===== src/rtl/soundweb_pkg.sv =====
// Constants and FSM state type shared by the Soundweb London encoder and UART transmitter.
package soundweb_pkg;

    localparam logic [7:0] STX = 8'h02;
    localparam logic [7:0] ETX = 8'h03;
    localparam int MAX_PACKET_BYTES = 29;

    typedef enum logic [2:0] {
        IDLE,
        CHECK,
        START,
        DATA,
        STOP,
        FIN
    } tx_state_t;

endpackage


===== src/rtl/uart_tx_byte.sv =====
// 8N1 byte serialiser: one start bit, eight data bits LSB first, one stop bit, DIV clocks per bit.
module uart_tx_byte #(
    parameter int DIV = 434
) (
    input  logic       clk,
    input  logic       reset_n,
    input  logic       valid,
    input  logic [7:0] data,
    output logic       ready,
    output logic       tx,
    output logic       bit_end,
    output logic [3:0] frame_pos
);

    localparam int BW = (DIV > 1) ? $clog2(DIV) : 1;
    localparam logic [BW-1:0] BAUD_LAST = BW'(DIV - 1);

    logic          active;
    logic [7:0]    shreg;
    logic [BW-1:0] baud_cnt;
    logic [3:0]    bit_cnt;

    // ready also rises in the final stop-bit cycle so the next byte starts with no idle gap.
    assign bit_end   = active && (baud_cnt == BAUD_LAST);
    assign ready     = !active || (bit_end && (bit_cnt == 4'd9));
    assign frame_pos = bit_cnt;

    always_ff @(posedge clk or negedge reset_n) begin
        if (!reset_n) begin
            active   <= 1'b0;
            shreg    <= '0;
            baud_cnt <= '0;
            bit_cnt  <= '0;
            tx       <= 1'b1;
        end else if (valid && ready) begin
            active   <= 1'b1;
            shreg    <= data;
            baud_cnt <= '0;
            bit_cnt  <= '0;
            tx       <= 1'b0;
        end else if (active) begin
            if (baud_cnt == BAUD_LAST) begin
                baud_cnt <= '0;
                if (bit_cnt == 4'd9) begin
                    active <= 1'b0;
                    tx     <= 1'b1;
                end else begin
                    bit_cnt <= bit_cnt + 4'd1;
                    tx      <= (bit_cnt == 4'd8) ? 1'b1 : shreg[bit_cnt[2:0]];
                end
            end else begin
                baud_cnt <= baud_cnt + BW'(1);
            end
        end
    end

endmodule


===== src/rtl/soundweb_uart_tx.sv =====
// Sends one encoded Soundweb London packet (STX ... ETX) over an 8N1 UART line and reports status.
module soundweb_uart_tx
    import soundweb_pkg::*;
#(
    parameter int CLK_HZ    = 50000000,
    parameter int BAUD      = 115200,
    parameter int MAX_BYTES = MAX_PACKET_BYTES
) (
    input  logic                   clk,
    input  logic                   reset_n,
    input  logic [8*MAX_BYTES-1:0] packet,
    input  logic                   start,
    output logic                   tx,
    output logic                   busy,
    output logic                   done,
    output logic                   error,
    output logic [4:0]             bytes_sent
);

    localparam int DIV   = CLK_HZ / BAUD;
    localparam int IDX_W = (MAX_BYTES > 1) ? $clog2(MAX_BYTES) : 1;
    localparam logic [IDX_W-1:0] IDX_LAST = IDX_W'(MAX_BYTES - 1);

    tx_state_t              state;
    logic [8*MAX_BYTES-1:0] shadow;
    logic [IDX_W-1:0]       idx;
    logic [IDX_W-1:0]       nxt_idx;
    logic [7:0]             cur_byte;
    logic [7:0]             byte_data;
    logic                   stx_ok;
    logic                   etx_hit;
    logic                   last_byte;
    logic                   byte_valid;
    logic                   ready;
    logic                   bit_end;
    logic [3:0]             frame_pos;

    // The next byte is offered during the last stop-bit cycle so frames run back to back.
    always_comb begin
        cur_byte   = shadow[8*idx +: 8];
        nxt_idx    = (idx == IDX_LAST) ? idx : idx + IDX_W'(1);
        stx_ok     = (shadow[7:0] == STX);
        etx_hit    = (cur_byte == ETX) && (idx != '0);
        last_byte  = etx_hit || (idx == IDX_LAST);
        byte_data  = (state == CHECK) ? shadow[7:0] : shadow[8*nxt_idx +: 8];
        byte_valid = ready && (((state == CHECK) && stx_ok) ||
                               ((state == STOP) && !last_byte));
    end

    uart_tx_byte #(
        .DIV(DIV)
    ) u_byte (
        .clk      (clk),
        .reset_n  (reset_n),
        .valid    (byte_valid),
        .data     (byte_data),
        .ready    (ready),
        .tx       (tx),
        .bit_end  (bit_end),
        .frame_pos(frame_pos)
    );

    always_ff @(posedge clk or negedge reset_n) begin
        if (!reset_n) begin
            state      <= IDLE;
            shadow     <= '0;
            idx        <= '0;
            busy       <= 1'b0;
            done       <= 1'b0;
            error      <= 1'b0;
            bytes_sent <= '0;
        end else begin
            done <= 1'b0;
            case (state)
                IDLE: begin
                    if (start) begin
                        shadow     <= packet;
                        busy       <= 1'b1;
                        error      <= 1'b0;
                        bytes_sent <= '0;
                        idx        <= '0;
                        state      <= CHECK;
                    end
                end
                CHECK: begin
                    if (stx_ok) begin
                        state <= START;
                    end else begin
                        error <= 1'b1;
                        done  <= 1'b1;
                        state <= FIN;
                    end
                end
                START: begin
                    if (bit_end) state <= DATA;
                end
                DATA: begin
                    if (bit_end && (frame_pos == 4'd8)) state <= STOP;
                end
                STOP: begin
                    if (ready) begin
                        bytes_sent <= bytes_sent + 5'd1;
                        if (last_byte) begin
                            error <= !etx_hit;
                            done  <= 1'b1;
                            state <= FIN;
                        end else begin
                            idx   <= nxt_idx;
                            state <= START;
                        end
                    end
                end
                FIN: begin
                    busy  <= 1'b0;
                    state <= IDLE;
                end
                default: state <= IDLE;
            endcase
        end
    end

endmodule


===== config.mk =====
export PLATFORM = sky130hd
export DESIGN_NAME = soundweb_uart_tx
export DESIGN_NICKNAME = d
export VERILOG_FILES = /design/src/rtl/soundweb_pkg.sv /design/src/rtl/uart_tx_byte.sv /design/src/rtl/soundweb_uart_tx.sv
export SDC_FILE = /design/constraint.sdc
export NUM_CORES = 1
export LEC_CHECK = 0
export BUFFER_PORTS_ARGS = -buffer_cell sky130_fd_sc_hd__buf_2
export CORE_ASPECT_RATIO = 1.1
export CORE_MARGIN = 4
export CORE_UTILIZATION = 36
export DETAILED_ROUTE_END_ITERATION = 10
export PLACE_DENSITY = 0.66
export SETUP_SLACK_MARGIN = 0.5
export SYNTH_ARGS = -nofsm -noshare
export SYNTH_HDL_FRONTEND = slang
export SYNTH_SLANG_ARGS = --single-unit

===== constraint.sdc =====
create_clock -name clk -period 4.06 [get_ports clk]
set_input_delay 0.203 -clock clk [delete_from_list [all_inputs] [get_ports clk]]
set_output_delay 0.203 -clock clk [all_outputs]
set_load 0.05 [all_outputs]

# After elaboration in Yosys (flattened, before gate mapping)
# Index checks and enable logic that the tools add are counted.
# totals
register_bits	271
inputBits	235
elab_cells	111
# op_classes
n_addsub	4
n_lt_le_gt_ge	1
n_eq_ne	19
n_shift	2
muxes	44
reduce_logical	29
# op_table
cell	count
$shiftx 232x9->8	2
$mux 9	3
$mux 5	5
$pmux 5 s2	2
$mux 1	18
$mux 3	6
$eq 8x2->1 const B	2
$mux 4	4
$pmux 3 s5	1
$ne 2x2->1 const B	7
$add 5x1->5 const B	2
$add 9x1->9 const B	1
$eq 9x9->1 const B	1
$eq 4x4->1 const B	2
$logic_and 1x1->1	8
$mux 8	1
$reduce_and 4->1	2
$reduce_bool 2->1	4
$eq 3x2->1 const B	2
$eq 3x3->1 const B	2
$reduce_and 2->1	3
$reduce_and 3->1	2
$eq 5x5->1 const B	1
$reduce_and 5->1	1
other kinds (12)	17

# Logic depth before layout (Yosys ltp)
# Gate-level depths: netlist of run 1.
# depth
ltp_word	11
mapped_depth	16
depth_no_buf	9

# Modules after synthesis
# Synthesis of run 1 repeated with hierarchy kept, for this count alone.
# hier_totals
cells_unflattened	995
hier_area_um2	13639.3
# modules_own_cells
mod	n_inst	cells_each	area_per_inst_um2	seq_area_each_um2
soundweb_uart_tx	1	886	12406.9	6206.0
uart_tx_byte	1	109	1232.4	576.8

# Least setup slack after synthesis of run 1
# OpenSTA, ideal clock, no wires.
# synth_timing
kind	reg-to-reg
from	register idx[0]
to	register u_byte.shreg[2]
arrival_time_ns	3.468
t_required_ns	3.935
path_slack_ns	0.467
path_stages_with_launch	16
period_less_slack_ns	3.593
path_cell_list	dfrtp_1 > buf_2 > inv_1 > buf_2 > buf_2 > clkbuf_1 > ha_1 > and4_1 > buf_4 > xnor2_2 > buf_4 > mux4_2 > a22o_1 > a21oi_1 > o211ai_1 > mux2_4
# synth_via
elab_chain_cells	9
# synth_rtl
element	line	source
start, declared	soundweb_uart_tx.sv:26	logic [IDX_W-1:0] idx;
start signal, assigned	soundweb_uart_tx.sv:108	idx <= nxt_idx;
branches (longest 9 deep; another with $add 5x1->5)	-	
end signal, assigned	uart_tx_byte.sv:37	shreg <= data;
end, declared	uart_tx_byte.sv:19	logic [7:0] shreg;
# Several ways; the timed one is not identified.
# A chain may end at the register's enable or synchronous reset.

# Worst setup path after layout of run 1
# layout_timing
from	register idx[1]
to	register u_byte.shreg[6]
# The elaborated chain is that of the path after synthesis.

==> flow_metrics.py, run 1 <==
metrics = {
    "route": {
        "drt_iter0_drc": 1362,
        "top_layer_used": "met4",
        "ant_nets": 0,
        "drc": 0,
        "routed_wl_mm": 53.4,
        "firstDrtPassIters": 6,
        "vias_per_cell": 5.88,
        "wl_per_cell_microns": 23.5,
        "met3_length_mm": 3.50,
        "wl_met2_mm": 25.9,
        "via_count": 13400,
        "met1Wirelength_mm": 21.8,
    },
    "yosys": {
        "synth-seq-cells": 271,
        "syn_area_sq_um": 14800,
        "yosysMostFrequentCell": "dfrtp_1",
        "yosys.area.top_type": "dfrtp_1",
        "ys_top_cells_by_area": "dfrtp_1, mux2_2, mux2i_1, o22ai_1, a2111oi_0",
        "yosys-top-cells-count": "dfrtp_1, mux2_2, o22ai_1, clkbuf_1, mux2i_1",
        "synth.top_cell.area_share_pct": 45.6,
        "yosys_warnings": 0,
        "synthesis.nets": 1534,
        "synth_area_per_cell_sq_um": 11.5,
        "ys_async_sr_fraction_pct": 100,
        "ys.flop_type": "dfrtp_1",
        "ys_seq_area_share_pct": 45.8,
        "synth_cells": 1291,
        "synth_edf_count": 0,
        "ys_types": 80,
    },
    "timing": {
        "slew_violations": 0,
        "fin_setup_tns_ns": 0,
        "relSlewSlack_pct": 33.6,
        "period_minus_slack_ns": 3.35,
        "max_freq_mhz": 298,
        "fin_skew_ns": 0.0304,
        "hold_viol_final": 0,
        "worst_pin_slew_ns": 0.996,
        "rsz0062_at_grt": "no",
        "period_share_pct": 82.5,
        "setup_viol": 0,
    },
    "critical_path": {
        "critPathMaxFanout": 52,
        "path_buf_inv": 2,
        "rr_startpoint": "idx[1]$_DFFE_PN0P_",
        "cp_slowest_cell": "nand3_1",
        "end_kind": "flop",
        "path_cells": "inv_2, ha_4, and4_2, buf_12, nand3_1, o22ai_1, a2111oi_0, or3_1, a211o_1, mux2_4",
        "critPathMaxStageDelay_ns": 0.49,
        "timing.rr.end": "u_byte.shreg[6]$_DFFE_PN0N_",
        "critPathArrivalTime_ns": 3.83,
        "crit_family": "simple AND/OR/NAND/NOR gates",
        "r2r_setup_slack_ns": 0.71,
        "worstSetupStartpointType": "flop",
        "r2r_cells": 10,
        "criticalPathCategory": "flop to flop",
        "worstPathRequired_ns": 4.54,
    },
    "cts": {
        "h-tree-depth": 1,
        "cts_made_buffers": 30,
        "path_clk_slew_ns": 0.07,
        "cts-root-buf": "clkbuf_16",
        "post_cts_resized": 0,
        "clk_latency_ns": 0.59,
        "cts_tree": "yes",
        "clkSinkCount": 271,
        "cts_buffer_depth": 3,
    },
    "placed_design": {
        "io_buffer_count": 243,
        "dp_hpwl_mm": 35.7,
        "place.gp.congestion": 0.914,
    },
    "flow_run": {
        "max_cap_viol_count": 0,
    },
    "final_layout": {
        "fill_cells": 3533,
        "area_delta_synth_final_pct": 35.4,
        "nets": 1977,
        "drive_above_1_share_pct": 35.0,
        "post-route-util_pct": 49.6,
    },
    "die": {
        "ios": 244,
        "die_y_microns": 221,
        "die_w_microns": 201,
        "die_area_sq_um": 44500,
        "row_count": 77,
        "initial_utilization_pct": 36.6,
        "coreArea_sq_um": 40500,
    },
    "run_status": {
        "status": "complete, no violations",
    },
    "global_routing": {
        "grt_pass1_vias": 13500,
        "antenna_found_initial": 2,
        "grt_max_degree": 100,
        "grt-ovfl-total": 0,
        "grt_util_all_layers_pct": 23.2,
        "grt_pass1_wl_mm": 81.1,
    },
    "power_and_ir_drop": {
        "ir_drop_uv": 369,
        "p_leak_nw": 8.26,
        "power_density_nw_per_um2": 648,
    },
    "worst_hold_path": {
        "hold_class": "input pin to async pin",
    },
}
[metal layers]
layer  vias to the layer above  global-route usage (%)
met5                         -                       0
met4                         0                    8.73
met3                       153                    2.73
met2                       695                    39.4
met1                      6601                    30.8
li1                       5918                       -
[power breakdown]
part	switching [mW]	internal [mW]
combinational	1.79	2.43
clock	1.22	1.86
sequential	1.69	4.00
[sequential cells by signal, summed over array words and instances (netlist names)]
signal	cells
busy	1
u_byte.frame_pos	4
idx	5
bytes_sent	5
error	1
u_byte.baud_cnt	9
state	3
u_byte.tx	1
done	1
u_byte.active	1
u_byte.shreg	8
shadow	232
[cells by family after synthesis]
family / after synthesis / share of synthesized area [%]
xor gates and xnor gates: 8 / 0.524
and+or+nand+nor: 250 / 9.54
DFF: 271 / 45.8
buffers and inverters: 122 / 3.56
AOI/OAI and AO/OA: 316 / 15.1
adders and majority gates: 8 / 0.676
muxes: 316 / 24.8
[area by class of cell]
type / instances / area (sq um) / area share, %
sequential: 271 / 6780 / 33.8
timing repair buffer: 511 / 3890 / 19.4
inverter: 22 / 82.6 / 0.412
tap: 513 / 642 / 3.20
clock inverter: 18 / 277 / 1.38
clock buffer: 38 / 841 / 4.19
multi-input combinational: 898 / 7530 / 37.6
antenna: 3 / 7.51 / 0.0374
[layout by cell type, fill, tap and decap left out, types with 9 or more instances in the layout]
| cell type | n |
|---|---|
| dfrtp_1 | 269 |
| o211ai_1 | 9 |
| a2111oi_0 | 30 |
| mux4_2 | 11 |
| and2_1 | 11 |
| o22ai_1 | 75 |
| mux2_2 | 250 |
| nor2b_1 | 11 |
| o21ai_0 | 45 |
| nand2_1 | 42 |
| a31oi_1 | 25 |
| nor4bb_1 | 11 |
| inv_1 | 21 |
| nor4_1 | 25 |
| nand3_1 | 20 |
| buf_4 | 29 |
| a21oi_1 | 35 |
| buf_2 | 242 |
| dlygate4sd3_1 | 234 |
| nor2_1 | 41 |
| nand4_1 | 15 |
| mux2i_1 | 48 |
| clkbuf_16 | 30 |
| a211oi_1 | 20 |
| nor3b_1 | 18 |
| nor3_1 | 22 |
[worst max path at each step]
stage                        from                           to  slack, ns  depth (start not counted)
2_1_floorplan  idx[0]$_DFFE_PN0P_  u_byte.shreg[2]$_DFFE_PN0N_       0.52                         15
3_3_place_gp   idx[1]$_DFFE_PN0P_  u_byte.shreg[6]$_DFFE_PN0N_       0.73                         10
3_5_place_dp   idx[1]$_DFFE_PN0P_  u_byte.shreg[6]$_DFFE_PN0N_       0.71                         10
4_1_cts        idx[1]$_DFFE_PN0P_  u_byte.shreg[6]$_DFFE_PN0N_       0.72                         10
5_1_grt        idx[1]$_DFFE_PN0P_  u_byte.shreg[6]$_DFFE_PN0N_       0.53                         10
6_report       idx[1]$_DFFE_PN0P_  u_byte.shreg[6]$_DFFE_PN0N_       0.71                         10
[metrics by stage]
stage	instance area (sq um)	hold slack (ns)	power, mW	setup slack, ns	std cells
6_report	20100	0.237	13.0	0.709	2274
5_1_grt	20100	0.323	13.6	0.532	2273
4_1_cts	20000	0.266	12.9	0.717	2271
3_5_place_dp	16600	0.299	9.63	0.708	1981
3_3_place_gp	16600	0.297	9.51	0.729	1981
2_1_floorplan	14800	-0.0926	8.04	0.517	1291
[what timing repair did]
| item | in CTS | in global routing |
|---|---|---|
| hold endpoints to repair | 328 | 0 |
| hold buffers | 234 | 0 |
| buffers inserted | 0 | 0 |
| setup endpoints to repair | 0 | 0 |
No activity file was read; power rests on OpenSTA's default activity.
==> run 2: changes to the inputs <==
- clock period: 4.06 -> 3.38 ns (I/O delays scaled with it)
==> run 2 against run 1 <==
Compared with the run above:
- critical path depth did not move
- global-route usage rose by 0.13 points
- sequential share of layout area down 0.69 points
- combinational power increased by 28%
- via count grew 0.92%
- clock power rose by 18%
- cell area grew 2.1%
- final cell count increased by 1.3%
- hold slack got worse by 0.13 ns
- sequential power is 18% higher
- critical path type unchanged
- critical endpoint is now u_byte.shreg[2]$_DFFE_PN0N_
==> flow_metrics.py, run 2 (same netlist as run 1, synthesis figures left out) <==
metrics = {
    "run_status": {
        "status": "complete, no violations",
    },
    "final_layout": {
        "final_common_cell": "dfrtp_1",
        "fill_cells": 3462,
        "drive_above_1_share_pct": 37.0,
        "n_antenna_cell": 0,
        "multiInputGateArea_sq_um": 7640,
        "largest_register_ff_count": 232,
        "top_regs": "shadow (232), u_byte.baud_cnt (9), u_byte.shreg (8)",
        "seq_area_sq_um": 6780,
        "regMostFlops": "shadow",
        "layout_common_cells": "dfrtp_1, mux2_2, buf_2",
        "area_delta_synth_final_pct": 38.2,
        "nets": 2010,
        "post-route-util_pct": 50.6,
    },
    "die": {
        "die_area_sq_um": 44500,
        "die_w_microns": 201,
        "ios": 244,
        "die_y_microns": 221,
        "coreArea_sq_um": 40500,
        "row_count": 77,
        "initial_utilization_pct": 36.6,
    },
    "critical_path": {
        "criticalPathCategory": "flop to flop",
        "critPathLaunch": "idx[0]$_DFFE_PN0P_",
        "r2r_setup_slack_ns": 0.41,
        "rr_startpoint": "idx[0]$_DFFE_PN0P_",
        "worst-path-stages": 10,
        "timing.rr.end": "u_byte.shreg[2]$_DFFE_PN0N_",
        "worstPathRequired_ns": 3.85,
        "critPathMaxFanout": 19,
        "end_kind": "flop",
        "path_cells": "inv_6, ha_4, buf_4, nand2_1, buf_4, o22ai_1, a2111oi_2, o21ai_0, o211ai_1, mux2_4",
        "cp_slowest_cell": "dfrtp_2",
        "critPathMaxStageDelay_ns": 0.47,
        "critPathArrivalTime_ns": 3.44,
        "r2r_cells": 10,
        "cp-endpoint": "u_byte.shreg[2]$_DFFE_PN0N_",
        "path_buf_inv": 3,
        "crit_family": "compound AO/OA/AOI/OAI gates",
        "worstSetupStartpointType": "flop",
        "path_common_cell": "buf_4",
    },
    "global_routing": {
        "grt_util_all_layers_pct": 23.3,
        "antenna_found_initial": 0,
        "grt_max_degree": 152,
        "grt-ovfl-total": 0,
        "grt_pass1_vias": 13900,
        "grt_pass1_wl_mm": 82.1,
    },
    "placed_design": {
        "dp_hpwl_mm": 36.2,
        "place.gp.congestion": 0.898,
        "io_buffer_count": 243,
    },
    "cts": {
        "path_clk_slew_ns": 0.06,
        "cts_tree": "yes",
        "cts_buffer_depth": 3,
        "cts_made_buffers": 31,
        "cts-root-buf": "clkbuf_16",
        "clk_latency_ns": 0.58,
        "clkSinkCount": 271,
        "h-tree-depth": 1,
    },
    "timing": {
        "period_minus_slack_ns": 2.97,
        "period_share_pct": 87.9,
        "setup_viol": 0,
        "relSlewSlack_pct": 36.2,
        "hold_viol_final": 0,
        "max_freq_mhz": 337,
        "rsz0062_at_grt": "yes",
        "slew_violations": 0,
        "fin_skew_ns": 0.0131,
        "worst_pin_slew_ns": 0.956,
        "fin_setup_tns_ns": 0,
    },
    "flow_run": {
        "max_cap_viol_count": 0,
    },
    "route": {
        "ant_nets": 0,
        "firstDrtPassIters": 6,
        "drt_iter0_drc": 1132,
        "wl_per_cell_microns": 23.3,
        "vias_per_cell": 5.86,
        "via_count": 13500,
        "routed_wl_mm": 53.6,
        "drc": 0,
    },
    "worst_hold_path": {
        "hold_class": "input pin to async pin",
    },
    "power_and_ir_drop": {
        "p_leak_nw": 8.45,
        "power_density_nw_per_um2": 769,
        "ir_drop_uv": 594,
    },
}
-- run 2: changes by cell type in the layout (fill, tap and decap cells not counted), moves of 3 or more --
cell,previous run,this run
a2111oi_1,0,5
o21ai_0,45,41
a2111oi_0,30,22
a2111oi_2,1,4
o21ai_1,0,4
clkbuf_1,2,5
a21oi_2,0,6
diode_2,3,0
buf_4,29,52
a21oi_1,35,29
-- run 2: power by group --
| group | total [mW] | internal [mW] | switching [mW] |
|---|---|---|---|
| Sequential | 6.72 | 4.81 | 1.91 |
| Clock | 3.61 | 2.18 | 1.44 |
| Combinational | 5.40 | 3.08 | 2.33 |
-- run 2: layer usage --
| layer | track usage (%) | vias to the layer above | wire [microns] |
|---|---|---|---|
| met5 | 0 | - | 0 |
| met1 | 30.5 | 6738 | 22200 |
| li1 | - | 5988 | - |
| met2 | 39.7 | 614 | 25800 |
| met4 | 8.82 | 0 | 2220 |
| met3 | 3.28 | 150 | 3340 |
-- run 2: how the worst min path moves through the flow --
stage / depth (start not counted) / to / slack (ns)
after floorplan: 0 / busy$_DFFE_PN0P_ / -0.13
after global placement: 1 / shadow[85]$_DFFE_PN0P_ / 0.15
after detailed placement: 1 / shadow[85]$_DFFE_PN0P_ / 0.15
after CTS: 2 / shadow[85]$_DFFE_PN0P_ / 0.11
after global routing: 2 / shadow[85]$_DFFE_PN0P_ / 0.15
final: 2 / shadow[85]$_DFFE_PN0P_ / 0.11
-- run 2: timing repair --
action                                 4_1_cts  5_1_grt
endpoints found under the hold margin      339        0
cloned                                       2        1
gates resized for setup                     31       15
buffers inserted                             1        6
setup endpoints to repair                   13       27
hold buffers                               234        0
pin swaps                                    1        1
-- run 2: layout make-up --
| cell class | instances | share of cell area, % |
|---|---|---|
| repair buffers | 543 | 20.7 |
| multi-input cells | 898 | 37.3 |
| inverters | 22 | 0.428 |
| clock buffers | 41 | 4.22 |
| clock inverters | 15 | 1.09 |
| well taps | 513 | 3.14 |
| flip-flops and latches | 271 | 33.1 |
-- run 2: metrics by stage --
stage	setup WS [ns]	cell area, sq um	std cells	total power, mW	hold WS (ns)
finish	0.409	20500	2303	15.7	0.109
global route	0.428	20500	2303	16.5	0.147
CTS	0.496	20300	2296	15.6	0.115
global placement	0.286	16800	2003	11.5	0.147
floorplan	0.299	14900	1291	9.67	-0.127
detailed placement	0.208	16800	2003	11.7	0.146
